**config.mk**
```make
export PLATFORM = sky130hd
export DESIGN_NAME = vga_window_display
export DESIGN_NICKNAME = d
export VERILOG_FILES = /design/src/rtl/vga_pkg.sv /design/src/rtl/vga_timing_gen.sv /design/src/rtl/vga_window_display.sv
export SDC_FILE = /design/constraint.sdc
export NUM_CORES = 1
export LEC_CHECK = 0
export ABC_AREA = 1
export ABC_CLOCK_PERIOD_IN_PS = 2100
export BUFFER_PORTS_ARGS = -buffer_cell sky130_fd_sc_hd__buf_2
export CORE_UTILIZATION = 55
export DETAILED_ROUTE_END_ITERATION = 8
export PLACE_DENSITY = 0.82
export SETUP_SLACK_MARGIN = 0.3
export SLEW_MARGIN = 40
export SYNTH_ARGS = -nofsm -noshare
export SYNTH_HDL_FRONTEND = slang
export SYNTH_SLANG_ARGS = --single-unit
```
**constraint.sdc**
```tcl
create_clock -name pixel_clk -period 2.1 [get_ports pixel_clk]
set_input_delay 0.21 -clock pixel_clk [delete_from_list [all_inputs] [get_ports pixel_clk]]
set_output_delay 0.21 -clock pixel_clk [all_outputs]
set_load 0.02 [all_outputs]
```
**src/rtl/vga_pkg.sv**
```systemverilog
// Shared types, default 640x480 timing and helpers for the VGA display and capture blocks.
package vga_pkg;

    typedef enum logic [1:0] {
        MODE_GRAY    = 2'd0,
        MODE_EDGE    = 2'd1,
        MODE_RED     = 2'd2,
        MODE_OVERLAY = 2'd3
    } mode_e;

    localparam int CNT_W = 12;

    localparam int DEF_H_ACTIVE = 640;
    localparam int DEF_H_FP     = 16;
    localparam int DEF_H_SYNC   = 96;
    localparam int DEF_H_BP     = 48;
    localparam int DEF_V_ACTIVE = 480;
    localparam int DEF_V_FP     = 10;
    localparam int DEF_V_SYNC   = 2;
    localparam int DEF_V_BP     = 33;

    // Per-pixel timing flags that travel alongside the memory read.
    typedef struct packed {
        logic in_win;
        logic blank;
        logic hs_n;
        logic vs_n;
    } sync_t;

    localparam sync_t SYNC_IDLE = '{in_win: 1'b0, blank: 1'b1, hs_n: 1'b1, vs_n: 1'b1};

    function automatic int line_total(input int active, input int fp, input int sync, input int bp);
        return active + fp + sync + bp;
    endfunction

endpackage

```
**src/rtl/vga_timing_gen.sv**
```systemverilog
// Free-running h/v raster counters with raw active-low syncs, blank and frame-start flags.
module vga_timing_gen
    import vga_pkg::*;
#(
    parameter int H_ACTIVE = DEF_H_ACTIVE,
    parameter int H_FP     = DEF_H_FP,
    parameter int H_SYNC   = DEF_H_SYNC,
    parameter int H_BP     = DEF_H_BP,
    parameter int V_ACTIVE = DEF_V_ACTIVE,
    parameter int V_FP     = DEF_V_FP,
    parameter int V_SYNC   = DEF_V_SYNC,
    parameter int V_BP     = DEF_V_BP
) (
    input  logic             pixel_clk,
    input  logic             reset,
    output logic [CNT_W-1:0] h,
    output logic [CNT_W-1:0] v,
    output logic             hs_n,
    output logic             vs_n,
    output logic             blank,
    output logic             frame_start
);

    localparam int H_TOTAL = line_total(H_ACTIVE, H_FP, H_SYNC, H_BP);
    localparam int V_TOTAL = line_total(V_ACTIVE, V_FP, V_SYNC, V_BP);

    localparam logic [CNT_W-1:0] H_LAST   = CNT_W'(H_TOTAL - 1);
    localparam logic [CNT_W-1:0] V_LAST   = CNT_W'(V_TOTAL - 1);
    localparam logic [CNT_W-1:0] HS_START = CNT_W'(H_ACTIVE + H_FP);
    localparam logic [CNT_W-1:0] HS_END   = CNT_W'(H_ACTIVE + H_FP + H_SYNC);
    localparam logic [CNT_W-1:0] VS_START = CNT_W'(V_ACTIVE + V_FP);
    localparam logic [CNT_W-1:0] VS_END   = CNT_W'(V_ACTIVE + V_FP + V_SYNC);
    localparam logic [CNT_W-1:0] ONE      = CNT_W'(1);

    if (H_TOTAL >= (1 << CNT_W) || V_TOTAL >= (1 << CNT_W)) begin : g_size_err
        $error("vga_timing_gen: raster does not fit the counter width");
    end

    always_ff @(posedge pixel_clk) begin
        if (reset) begin
            h <= '0;
            v <= '0;
        end else if (h == H_LAST) begin
            h <= '0;
            v <= (v == V_LAST) ? '0 : v + ONE;
        end else begin
            h <= h + ONE;
        end
    end

    assign hs_n        = !((h >= HS_START) && (h < HS_END));
    assign vs_n        = !((v >= VS_START) && (v < VS_END));
    assign blank       = (h >= CNT_W'(H_ACTIVE)) || (v >= CNT_W'(V_ACTIVE));
    assign frame_start = (h == '0) && (v == '0);

endmodule

```
**src/rtl/vga_window_display.sv**
```systemverilog
// Windowed VGA scan-out: address generation, latency-matched sync delay and mode colour mux.
// Optional checkerboard source replacing memory pixels when VGA_TEST_PATTERN_EN is defined.
module vga_window_display
    import vga_pkg::*;
#(
    parameter int H_ACTIVE = DEF_H_ACTIVE,
    parameter int H_FP     = DEF_H_FP,
    parameter int H_SYNC   = DEF_H_SYNC,
    parameter int H_BP     = DEF_H_BP,
    parameter int V_ACTIVE = DEF_V_ACTIVE,
    parameter int V_FP     = DEF_V_FP,
    parameter int V_SYNC   = DEF_V_SYNC,
    parameter int V_BP     = DEF_V_BP,
    parameter int WIN_X0   = 20,
    parameter int WIN_X1   = 620,
    parameter int WIN_Y0   = 40,
    parameter int WIN_Y1   = 440,
    parameter int PIX_W    = 4,
    parameter int MEM_LAT  = 1,
    parameter int EDGE_THR = 8
) (
    input  logic             pixel_clk,
    input  logic             reset,
    input  logic [PIX_W-1:0] vga_in,
    input  logic [PIX_W-1:0] vga_in_edge,
    input  logic [1:0]       mode,
`ifdef VGA_TEST_PATTERN_EN
    input  logic             test_pattern,
`endif
    output logic [9:0]       out_x,
    output logic [8:0]       out_y,
    output logic             rd_en,
    output logic             frame_start,
    output logic [PIX_W-1:0] VGA_R,
    output logic [PIX_W-1:0] VGA_G,
    output logic [PIX_W-1:0] VGA_B,
    output logic             VGA_HS,
    output logic             VGA_VS
);

    if (WIN_X1 > H_ACTIVE || WIN_Y1 > V_ACTIVE || MEM_LAT > 4 || MEM_LAT < 0) begin : g_param_err
        $error("vga_window_display: window exceeds active area or MEM_LAT out of range");
    end

    localparam logic [CNT_W-1:0] X0_C = CNT_W'(WIN_X0);
    localparam logic [CNT_W-1:0] X1_C = CNT_W'(WIN_X1);
    localparam logic [CNT_W-1:0] Y0_C = CNT_W'(WIN_Y0);
    localparam logic [CNT_W-1:0] Y1_C = CNT_W'(WIN_Y1);

    logic [CNT_W-1:0] h, v;
    logic             hs_n, vs_n, blank, fs_raw;
    logic             in_win, rd_next;
    logic [9:0]       x_next;
    logic [8:0]       y_next;
    sync_t            raw;
    sync_t            dl [MEM_LAT+1];
    mode_e            mode_q;
    logic [PIX_W-1:0] gray, edge_px, r_n, g_n, b_n;

    vga_timing_gen #(
        .H_ACTIVE(H_ACTIVE), .H_FP(H_FP), .H_SYNC(H_SYNC), .H_BP(H_BP),
        .V_ACTIVE(V_ACTIVE), .V_FP(V_FP), .V_SYNC(V_SYNC), .V_BP(V_BP)
    ) u_timing (
        .pixel_clk  (pixel_clk),
        .reset      (reset),
        .h          (h),
        .v          (v),
        .hs_n       (hs_n),
        .vs_n       (vs_n),
        .blank      (blank),
        .frame_start(fs_raw)
    );

    assign in_win  = (h >= X0_C) && (h < X1_C) && (v >= Y0_C) && (v < Y1_C);
    assign rd_next = in_win && !blank;
    assign x_next  = rd_next ? 10'(h - X0_C) : '0;
    assign y_next  = rd_next ? 9'(v - Y0_C) : '0;
    assign raw     = '{in_win: in_win, blank: blank, hs_n: hs_n, vs_n: vs_n};

    always_ff @(posedge pixel_clk) begin
        if (reset) begin
            rd_en       <= 1'b0;
            out_x       <= '0;
            out_y       <= '0;
            frame_start <= 1'b0;
        end else begin
            rd_en       <= rd_next;
            out_x       <= x_next;
            out_y       <= y_next;
            frame_start <= fs_raw;
        end
    end

    // dl[0] is aligned with the address register; dl[MEM_LAT] lines up with returning data.
    always_ff @(posedge pixel_clk) begin
        if (reset) begin
            for (int i = 0; i <= MEM_LAT; i++) dl[i] <= SYNC_IDLE;
        end else begin
            dl[0] <= raw;
            for (int i = 1; i <= MEM_LAT; i++) dl[i] <= dl[i-1];
        end
    end

    always_ff @(posedge pixel_clk) begin
        if (reset)            mode_q <= MODE_GRAY;
        else if (frame_start) mode_q <= mode_e'(mode);
    end

`ifdef VGA_TEST_PATTERN_EN
    logic [9:0] dx [MEM_LAT+1];
    logic [8:0] dy [MEM_LAT+1];
    logic       tp_bit;

    always_ff @(posedge pixel_clk) begin
        if (reset) begin
            for (int i = 0; i <= MEM_LAT; i++) begin
                dx[i] <= '0;
                dy[i] <= '0;
            end
        end else begin
            dx[0] <= x_next;
            dy[0] <= y_next;
            for (int i = 1; i <= MEM_LAT; i++) begin
                dx[i] <= dx[i-1];
                dy[i] <= dy[i-1];
            end
        end
    end

    assign tp_bit = dx[MEM_LAT][4] ^ dy[MEM_LAT][4];
`endif

    always_comb begin
        gray    = vga_in;
        edge_px = vga_in_edge;
`ifdef VGA_TEST_PATTERN_EN
        if (test_pattern) begin
            gray    = {PIX_W{tp_bit}};
            edge_px = {PIX_W{tp_bit}};
        end
`endif
        r_n = '0;
        g_n = '0;
        b_n = '0;
        if (dl[MEM_LAT].in_win && !dl[MEM_LAT].blank) begin
            case (mode_q)
                MODE_GRAY: begin r_n = gray;    g_n = gray;    b_n = gray;    end
                MODE_EDGE: begin r_n = edge_px; g_n = edge_px; b_n = edge_px; end
                MODE_RED:  begin r_n = gray;    g_n = gray >> 1; b_n = gray >> 1; end
                default: begin
                    if (edge_px >= PIX_W'(EDGE_THR)) begin
                        r_n = '1;
                    end else begin
                        r_n = gray; g_n = gray; b_n = gray;
                    end
                end
            endcase
        end
    end

    // Colour and syncs leave the same register so the connector sees them aligned.
    always_ff @(posedge pixel_clk) begin
        if (reset) begin
            VGA_R  <= '0;
            VGA_G  <= '0;
            VGA_B  <= '0;
            VGA_HS <= 1'b1;
            VGA_VS <= 1'b1;
        end else begin
            VGA_R  <= r_n;
            VGA_G  <= g_n;
            VGA_B  <= b_n;
            VGA_HS <= dl[MEM_LAT].hs_n;
            VGA_VS <= dl[MEM_LAT].vs_n;
        end
    end

endmodule
```
==> impl_results.md, run 1 <==
* Outcome: complete, no violations
* P per Cell Area at ~640 mW/mm^2
* CTS Sinks at 65
* Core Region at ~0.0052 mm^2
* Overflow after GRT at 0
* Critical path class: flop to flop
* Fmax at ~0.6 GHz
* I/O Pins at 47
* Drt first pass iters at 5
* Final worst path period share at 79.5%
* Clk_lat worst skew at 350 ps
* CTS tree: done
* Flops & latches, synth at 65
* Peak supply drop at 0.500 mV
* Final Wtd Congestion at just over 0.9
* Clock transition at the registers of the reported paths at roughly 80 ps
* Ys Warns at 0
* RSZ-0062 raised after global routing: no
* Max-slew violations at 0
* Total GRT Usage at between 20 and 25%
* Clock network power share at around 41%
* Max_cap viols at 0
* Fin util at between 60% and 70%
* Fill cells at between 400 and 500
* Initial Util at around three fifths
* Worst R2R End: out_x[8]
* Area delta synth->final at 15.9%
* Worst path cell trace: inv_2 > ha_2 > inv_1 > nand2_1 > nand2_1 > nor2_2 > nand3_1 > nand2_1 > inv_1 > nand3_4 > clkbuf_16 > nor2_1
* Final WL at 6.54 mm
* Worst EP arrival at roughly 1900 ps
* Syn nets at around 450
* Antenna violations before repair at 0
* DRT iter0 DRCs at between 150 and 200
* Routed len/inst at about 12 um
* Pin count of the biggest net entering global routing at 17
* Count of cell types in the netlist at 31
* Die Wd at 76.8 um
* Vias at 2,810
* H-tree depth at 3
* FF/Latch Area at 0.00130 mm^2
* Area taken by multi-input logic gates at 0.00147 mm^2
* Hold path depth at 3
* Slowest cell on crit path: dfxtp_1
* Hold Crit Start: mode[1]
* Clock Skews at around 13 ps
* Setup TNS at 0 ps
* Slew margin rel. at 65.0%
* R2R cell count at 12
* Post-Syn Instances at around 420
* Num CTS Buffers at 9
* FF-to-FF Start: u_timing.h[3]
* Post-synthesis sequential area ratio at between 40% and 50%
* Hold crit path type: primary input to flop
* Reg-to-reg setup timing slack at 430 ps
* NetSw at roughly 0.57 mW
* Critical Path RT at around 2300 ps
* Tightest Pin Transition at between 500 and 600 ps
* Endpoint class of the critical path: flop
* Root buffer cell: clkbuf_8
* Layout cells sized above 1 at a little over 20%
* Detailed placer's ending HPWL at between 4 and 5 mm
* Final #Nets at 495
* Total internal power at 1.71 mW
* Bufs and invs on worst path at 4
* Drt drc at 0
* Minimum clock period at about 1700 ps
* Logic pwr share at under 10%
* Hold endpoint: mode_q[1]
* Leakage Power at roughly 1.8 nW
* CP delay by family, top: simple AND/OR/NAND/NOR gates
* CP most frequent cell: nand2_1
* First-pass GRT wire length at ~11 mm
* Die area at around 0.0059 mm^2
* Final setup violating endpoints at 0
* Crit Path Max Fanout at 8
* Post-route ant nets at 0
* Cts hold-fix bufs at 0
* Mapped Area at about 0.0031 mm^2
* Clock tree buffer depth at 2
* Syn Area/Cell at ~7.3 um^2
* Share of power burned in registers at approximately 55%
* Site Rows at 26
* Crit start category: flop
* N_diodes at 0
* Final Hold Fails at 0
* PortBufs at between 40 and 50
* Die H at ~77 um
* Sw frac at around 25%
* Vias per std cell at between 5 and 6
* Critical Path Max Stage Delay at roughly 360 ps
* Vias in the first global route at around 2,500
==> flip-flops by register name, summed over array words and instances, names as in the netlist <==
| register | count |
|---|---|
| out_x | 10 |
| VGA_R | 4 |
| frame_start | 1 |
| VGA_B | 4 |
| VGA_VS | 1 |
| VGA_HS | 1 |
| mode_q | 2 |
| u_timing.h | 12 |
| out_y | 9 |
| dl | 8 |
| u_timing.v | 12 |
| rd_en | 1 |
==> per-stage QoR <==
stage / hold WS [ps] / total power, mW / setup slack [ps] / area (um^2) / std cells
after global placement: 392 / 1.38 / 404 / 3310 / 526
after detailed placement: 395 / 1.38 / 318 / 3310 / 526
after global routing: 129 / 2.36 / 312 / 3560 / 546
final: 87.5 / 2.28 / 431 / 3560 / 546
after floorplan: 317 / 1.35 / 619 / 3070 / 421
after CTS: 88.0 / 2.29 / 304 / 3480 / 542
==> synth_stat cells (all sizes together) <==
cell | n | area, um^2
a21boi | 1 | 7.51
a21oi | 17 | 85.1
a31oi | 3 | 18.8
a41oi | 3 | 26.3
buf | 11 | 92.6
clkbuf | 2 | 8.75
dfxtp | 65 | 1300
ha | 12 | 150
inv | 61 | 229
nand2 | 92 | 353
nand3 | 28 | 145
nand3b | 2 | 15.0
nand4 | 9 | 56.3
nor2 | 74 | 310
nor3 | 4 | 20.0
nor4 | 2 | 12.5
o2111ai | 2 | 17.5
o21a | 1 | 7.51
o21ai | 12 | 60.1
o22ai | 2 | 12.5
or2 | 5 | 31.3
xnor2 | 1 | 8.76
xor2 | 12 | 105
==> how the worst max path moves through the flow <==
stage | startpoint | cells past startpoint | slack, ps | to
floorplan | u_timing.h[3] | 12 | 620 | out_x[2]
global placement | u_timing.h[3] | 12 | 400 | out_y[3]
detailed placement | u_timing.h[3] | 12 | 320 | out_x[2]
CTS | u_timing.h[3] | 12 | 300 | out_x[2]
global route | u_timing.h[3] | 12 | 310 | out_x[8]
finish | u_timing.h[3] | 12 | 430 | out_x[8]
==> kinds of logic (layout without fill, tap and decap cells) <==
logic type / count (synthesis) / after routing / synth area share, %
xor+xnor: 13 / 13 / 3.70
buf+inv: 74 / 129 / 10.7
simple gates: 216 / 216 / 30.7
flops: 65 / 65 / 42.3
compound gates: 41 / 41 / 7.65
fa+ha+maj: 12 / 12 / 4.88
==> placed cells by master, fill, tap and decap left out, types with 3 or more instances in the layout <==
cell type / synthesis / layout
inv_2: 4 / 6
nand2_1: 89 / 89
nor3_1: 4 / 4
nor2_1: 63 / 61
buf_2: 2 / 46
dfxtp_1: 65 / 64
buf_4: 5 / 4
a21oi_1: 17 / 17
nor2_2: 10 / 11
inv_1: 57 / 55
a41oi_1: 3 / 3
nand3_1: 27 / 27
ha_1: 12 / 11
a31oi_1: 3 / 3
xor2_1: 12 / 12
nand4_1: 9 / 9
or2_2: 5 / 5
clkbuf_8: 0 / 9
o21ai_0: 12 / 12
==> tightest hold or removal path: cells and delay by family <==
family	cells	cell delay, ps
simple gates	2	120
buf+inv	1	80
==> repair_timing <==
action	in CTS	in global routing
setup buffers	0	3
setup endpoints to repair	0	28
endpoints found under the hold margin	0	0
resized for setup	0	12
==> metal layers <==
metal | track usage, % | up-vias | wire (um)
li1 | - | 1417 | -
met1 | 28.2 | 1279 | 3010
met2 | 36.8 | 99 | 3010
met3 | 6.43 | 15 | 371
met4 | 11.7 | 0 | 151
met5 | 0 | - | 0
==> area by class of cell <==
class	count	area share, %
timing repair buffer	52	8.57
clock inverter	6	1.23
clock buffer	10	3.58
inverter	61	6.43
multi-input combinational	282	41.2
sequential	65	36.6
tap	70	2.46
==> power by group through the flow <==
stage,Combinational (mW),Sequential (mW),Clock (mW)
finish,0.0937,1.26,0.925
global route,0.108,1.26,0.994
CTS,0.0916,1.26,0.943
detailed placement,0.0910,1.29,0
global placement,0.0893,1.29,0
floorplan,0.0642,1.28,0
No activity file was read; power rests on OpenSTA's default activity.
==> run 2, diff against run 1 <==
--- a/config.mk
+++ b/config.mk
@@ -6,11 +6,11 @@
 export NUM_CORES = 1
 export LEC_CHECK = 0
 export ABC_AREA = 1
-export ABC_CLOCK_PERIOD_IN_PS = 2100
+export ABC_CLOCK_PERIOD_IN_PS = 1450
 export BUFFER_PORTS_ARGS = -buffer_cell sky130_fd_sc_hd__buf_2
-export CORE_UTILIZATION = 55
+export CORE_UTILIZATION = 51
 export DETAILED_ROUTE_END_ITERATION = 8
-export PLACE_DENSITY = 0.82
+export PLACE_DENSITY = 0.8
 export SETUP_SLACK_MARGIN = 0.3
 export SLEW_MARGIN = 40
 export SYNTH_ARGS = -nofsm -noshare
==> constraint.sdc (replaced) <==
create_clock -name pixel_clk -period 1.45 [get_ports pixel_clk]
set_input_delay 0.145 -clock pixel_clk [delete_from_list [all_inputs] [get_ports pixel_clk]]
set_output_delay 0.145 -clock pixel_clk [all_outputs]
set_load 0.02 [all_outputs]
==> impl_results.md, run 2 (synthesis gave the netlist of run 1 again) <==
* Worst Hold Margin at 28.5 ps (was 87.5 ps)
* Clock Skews at 10.5 ps (was 12.6 ps)
* Hold Crit Start: mode[1] (unchanged)
* FF-to-FF Start: u_timing.h[7] (was u_timing.h[3])
* Routed len/inst at 14.3 um (was 12.0 um)
* Leakage Power at 2.04 nW (was 1.77 nW)
* Slew margin rel. at 75.9% (was 65.0%)
* Minimum clock period at 1540 ps (was 1670 ps)
* Total chip power at 3.59 mW (was 2.28 mW)
* Final #Nets at 540 (was 495)
* DRT iter0 DRCs at 306 (was 188)
* Sw frac at 24.3% (was 24.9%)
* FF/Latch Area at 0.00133 mm^2 (was 0.00130 mm^2)
* Crit Path Max Fanout at 5 (was 8)
* Clock tree buffer depth at 2 (unchanged)
* Critical path class: flop to flop (unchanged)
* PortBufs at 46 (unchanged)
* N_diodes at 0 (unchanged)
* Final WL at 8.47 mm (was 6.54 mm)
* I/O Pins at 47 (unchanged)
* RSZ-0062 raised after global routing: yes (was no)
* P per Cell Area at 855 mW/mm^2 (was 639 mW/mm^2)
* Clock network power share at 44.0% (was 40.6%)
* NetSw at 0.872 mW (was 0.567 mW)
* Vias in the first global route at 2,848 (was 2,459)
* Violated checks: negative setup slack
* Core Region at 0.00564 mm^2 (was 0.00524 mm^2)
* Crit start category: flop (unchanged)
* Vias at 3,182 (was 2,810)
* Most frequent cells in the layout: nand2_1 (82), dfxtp_1 (48), buf_4 (47) (was nand2_1 (89), dfxtp_1 (64), nor2_1 (61))
* Max_cap viols at 0 (unchanged)
* First-pass GRT wire length at 12.7 mm (was 10.7 mm)
* Endpoint class of the critical path: flop (unchanged)
* Max-slew violations at 0 (unchanged)
* Die area at 0.00634 mm^2 (was 0.00589 mm^2)
* Hold path depth at 3 (unchanged)
* Initial Util at 54.5% (was 58.7%)
* Setup TNS at -1890 ps (was 0 ps)
* Logic pwr share at 5.2% (was 4.1%)
* Die H at 79.6 um (was 76.8 um)
* Critical Path RT at 1740 ps (was 2340 ps)
* Fill cells at 387 (was 434)
* DP Area at 0.00363 mm^2 (was 0.00331 mm^2)
* Final Wtd Congestion at 0.945 (was 0.935)
* Drt first pass iters at 5 (unchanged)
* H-tree depth at 3 (unchanged)
* Final worst path period share at 106% (was 79.5%)
* Clk_lat worst skew at 350 ps (about the same)
* Hold crit path type: primary input to flop (unchanged)
* Final instance area at 0.00420 mm^2 (was 0.00356 mm^2)
* Biggest regs: u_timing.h (12), u_timing.v (12), out_x (10) (unchanged)
* Detailed placer's ending HPWL at 5.35 mm (was 4.67 mm)
* Layout cells sized above 1 at 41.5% (was 20.4%)
* R2R cell count at 9 (was 12)
* CTS Sinks at 65 (unchanged)
* Reg-to-reg setup timing slack at -90 ps (was 430 ps)
* Total internal power at 2.72 mW (was 1.71 mW)
* Post-route setup slack at -85.2 ps (was 431 ps)
* Die Wd at 79.6 um (was 76.8 um)
* Antenna violations before repair at 0 (unchanged)
* Num CTS Buffers at 9 (unchanged)
* Peak supply drop at 0.584 mV (was 0.500 mV)
* Area taken by multi-input logic gates at 0.00169 mm^2 (was 0.00147 mm^2)
* Overflow after GRT at 0 (unchanged)
* Total GRT Usage at 26.4% (was 23.0%)
* Fin util at 74.4% (was 68.0%)
* Drt drc at 0 (unchanged)
* Root buffer cell: clkbuf_8 (unchanged)
* Pin count of the biggest net entering global routing at 13 (was 17)
* CTS tree: done (unchanged)
* Hold endpoint: mode_q[1] (unchanged)
* Clock transition at the registers of the reported paths at 70 ps (was 80 ps)
* Share of power burned in registers at 50.8% (was 55.3%)
* Final setup violating endpoints at 36 (was 0)
* Fmax at 0.651 GHz (was 0.599 GHz)
* Tightest Pin Transition at 361 ps (was 523 ps)
* Worst R2R End: u_timing.v[4] (was out_x[8])
* Outcome: finished with violations (was complete, no violations)
* Post-route ant nets at 0 (unchanged)
* Commonest non-fill, non-tap cell in the layout: nand2_1 (unchanged)
* Area delta synth->final at 36.5% (was 15.9%)
* Worst EP arrival at 1820 ps (was 1910 ps)
* Final Hold Fails at 0 (unchanged)
* Vias per std cell at 5.37 (was 5.15)
* Site Rows at 27 (was 26)
==> run 2: final cells by class <==
cell class,instances,area share (%)
clock inverters,6,1.61
inverters,61,5.51
clock buffers,10,3.28
well taps,72,2.15
flip-flops and latches,65,31.7
multi-input cells,282,40.1
repair buffers,97,15.6
==> run 2: worst max-delay path by stage <==
| stage | start | endpoint | slack, ps | depth (start not counted) |
|---|---|---|---|---|
| 2_1_floorplan | u_timing.h[3] | out_x[1] | 80 | 12 |
| 3_3_place_gp | u_timing.v[3] | out_y[3] | 20 | 7 |
| 3_5_place_dp | u_timing.h[0] | out_y[2] | -50 | 10 |
| 4_1_cts | u_timing.v[1] | out_y[0] | 0.1 | 11 |
| 5_1_grt | u_timing.h[7] | u_timing.v[4] | -270 | 9 |
| 6_report | u_timing.h[7] | u_timing.v[4] | -90 | 9 |
==> run 2: repair_timing <==
item,4_1_cts,5_1_grt
resized for setup,46,37
buffers inserted,13,3
hold buffers,0,0
setup endpoints to repair,53,51
endpoints found under the hold margin,0,0
cloned,1,0
pin swaps,18,8
==> run 2: power groups by stage <==
stage	logic, mW	clock network (mW)	registers (mW)
after CTS	0.170	1.59	1.82
final	0.188	1.58	1.82
after global routing	0.206	1.67	1.82
after floorplan	0.0982	0	1.86
after global placement	0.147	0	1.86
after detailed placement	0.155	0	1.86
==> run 2: stage by stage <==
step | instances | worst slack (ps)
2_1_floorplan | 421 | 76.7
3_3_place_gp | 560 | 18.7
3_5_place_dp | 560 | -48.8
4_1_cts | 590 | 0.137
5_1_grt | 593 | -272
6_report | 593 | -85.2
==> run 2: critical path, stage by stage (launching register included) <==
cell and delay (ps):
dfxtp_1 380, nor2_2 220, nand2_1 130, nor2_1 170, nand2_2 140, nor2_2 140
nand2_1 90, nand2_1 70, nand2_1 40, nor2_1 80
==> run 2: layer usage <==
metal	vias up	track usage, %	share of wire (%)
li1	1514	-	-
met1	1454	30.8	41
met2	181	43.8	48
met3	33	4.34	7.2
met4	0	18.2	4.3
met5	-	0	0
==> run 3, diff against run 2 <==
==> constraint.sdc (replaced) <==
create_clock -name pixel_clk -period 1.45 [get_ports pixel_clk]
set_input_delay 0.145 -clock pixel_clk [delete_from_list [all_inputs] [get_ports pixel_clk]]
set_output_delay 0.145 -clock pixel_clk [all_outputs]
set_load 0.05 [all_outputs]
==> impl_results.md, run 3 (synthesis gave the netlist of run 1 again) <==
* Clock tree buffer depth at 2 (unchanged)
* Endpoint class of the critical path: flop (unchanged)
* Outcome: finished with violations (unchanged)
* Final WL at 8.48 mm (was 8.47 mm)
* Detailed placer's ending HPWL at 5.35 mm (unchanged)
* First-pass GRT wire length at 12.7 mm (unchanged)
* Critical path class: flop to flop (unchanged)
* Final setup violating endpoints at 37 (was 36)
* Initial Util at 54.5% (unchanged)
* Routed len/inst at 14.3 um (about the same)
* Logic pwr share at 5.5% (was 5.2%)
* Critical Path RT at 1730 ps (was 1740 ps)
* Max_cap viols at 0 (unchanged)
* Vias per std cell at 5.36 (was 5.37)
* Vias at 3,180 (was 3,182)
* Leakage Power at 2.04 nW (about the same)
* Site Rows at 27 (unchanged)
* Peak supply drop at 0.584 mV (about the same)
* P per Cell Area at 855 mW/mm^2 (about the same)
* Final Hold Fails at 0 (unchanged)
* Pre-CTS WS at -48.8 ps (unchanged)
* Die H at 79.6 um (unchanged)
* Clock network power share at 43.8% (was 44.0%)
* NetSw at 0.873 mW (was 0.872 mW)
* Crit start category: flop (unchanged)
* Core Region at 0.00564 mm^2 (unchanged)
* Worst EP arrival at 1820 ps (about the same)
* Total chip power at 3.59 mW (about the same)
* Tightest Pin Transition at 358 ps (was 361 ps)
* Sw frac at 24.3% (about the same)
* Minimum clock period at 1540 ps (about the same)
* Slew margin rel. at 76.1% (was 75.9%)
* Fmax at 0.651 GHz (about the same)
* Hold crit path type: primary input to flop (unchanged)
* I/O Pins at 47 (unchanged)
* Worst Hold Margin at 32.2 ps (was 28.5 ps)
* Layout cells sized above 1 at 41.5% (unchanged)
* Violated checks: negative setup slack (unchanged)
* Final #Nets at 540 (unchanged)
* Biggest regs: u_timing.h (12), u_timing.v (12), out_x (10) (unchanged)
* Num CTS Buffers at 9 (unchanged)
* CTS Sinks at 65 (unchanged)
* Antenna violations before repair at 0 (unchanged)
* Setup TNS at -2030 ps (was -1890 ps)
* Post-route ant nets at 0 (unchanged)
* Most frequent cells in the layout: nand2_1 (82), dfxtp_1 (48), buf_4 (47) (unchanged)
* Die area at 0.00634 mm^2 (unchanged)
* Vias in the first global route at 2,848 (unchanged)
* H-tree depth at 3 (unchanged)
* Cts hold-fix bufs at 0 (unchanged)
* Crit Path Max Fanout at 5 (unchanged)
* PortBufs at 46 (unchanged)
* Post-route setup slack at -85.2 ps (about the same)
* DRT iter0 DRCs at 271 (was 306)
* Max-slew violations at 0 (unchanged)
* Clock transition at the registers of the reported paths at 70 ps (about the same)
* Clk_lat worst skew at 350 ps (about the same)
* Share of power burned in registers at 50.7% (was 50.8%)
* Area delta synth->final at 36.6% (was 36.5%)
* Fill cells at 388 (was 387)
* Drt drc at 0 (unchanged)
* N_diodes at 0 (unchanged)
* Drt first pass iters at 5 (unchanged)
* Clock Skews at 10.8 ps (was 10.5 ps)
* RSZ-0062 raised after global routing: yes (unchanged)
* Die Wd at 79.6 um (unchanged)
* Commonest non-fill, non-tap cell in the layout: nand2_1 (unchanged)
* CTS tree: done (unchanged)
* Total internal power at 2.72 mW (about the same)
* Root buffer cell: clkbuf_8 (unchanged)
* Final worst path period share at 106% (about the same)
* Final Wtd Congestion at 0.945 (unchanged)
* Total GRT Usage at 26.4% (unchanged)
* Pin count of the biggest net entering global routing at 13 (unchanged)
* Overflow after GRT at 0 (unchanged)
==> run 3: cell types whose count changed in the layout (fill, tap and decap cells not counted) <==
cell / delta
clkbuf_4: +1
buf_2: -1
==> run 3: critical path: stages, from the launching register on <==
cell and delay, ps:
dfxtp_1 380, nor2_2 220, nand2_1 130, nor2_1 170
nand2_2 140, nor2_2 150, nand2_1 90, nand2_1 70
nand2_1 40, nor2_1 80
==> run 3: worst paths after layout <==
kind              cells past startpoint  slack (ps)             to     startpoint
hold / removal                        3          30      mode_q[1]        mode[1]
setup reg to reg                      9         -90  u_timing.v[4]  u_timing.h[7]
hold reg to reg                       2         410       dl[0][7]       dl[0][3]
setup / recovery                      9         -90  u_timing.v[4]  u_timing.h[7]
==> run 3: layer usage <==
layer  routed length, um  vias up  global-route usage, %  share of wire (%)
met5                   0        -                      0                  0
met4                 366        0                   18.2                4.3
met3                 624       41                   4.34                7.4
met2                4090      185                   43.8                 48
met1                3400     1441                   30.8                 40
li1                    -     1513                      -                  -
==> run 3: what timing repair did <==
item                                    CTS  global route
endpoints found under the setup margin   53            52
buffers inserted                         13             3
cloned                                    1             0
gates resized for setup                  46            38
pin swaps                                18             8
==> run 3: stage by stage <==
stage                     instances  utilization [%]  cell area (um^2)
after floorplan                 421                -              3140
after global placement          560             64.3              3630
after detailed placement        560             64.3              3630
after CTS                       590             72.0              4060
after global routing            593             74.5              4200
final                           593             74.5              4200
==> run 3: final cells by class <==
type                            instances  area, um^2  area share [%]
Clock buffer                           10         138            3.28
Clock inverter                          6        67.6            1.61
Inverter                               61         231            5.51
Multi-Input combinational cell        282        1690            40.1
Sequential cell                        65        1330            31.7
Tap cell                               72        90.1            2.14
Timing Repair Buffer                   97         656            15.6
==> run 3: power by group through the flow <==
stage	Combinational, mW	Clock (mW)	Sequential, mW
finish	0.196	1.57	1.82
global route	0.215	1.67	1.82
CTS	0.177	1.59	1.82
detailed placement	0.162	0	1.86
global placement	0.153	0	1.86
floorplan	0.0982	0	1.87
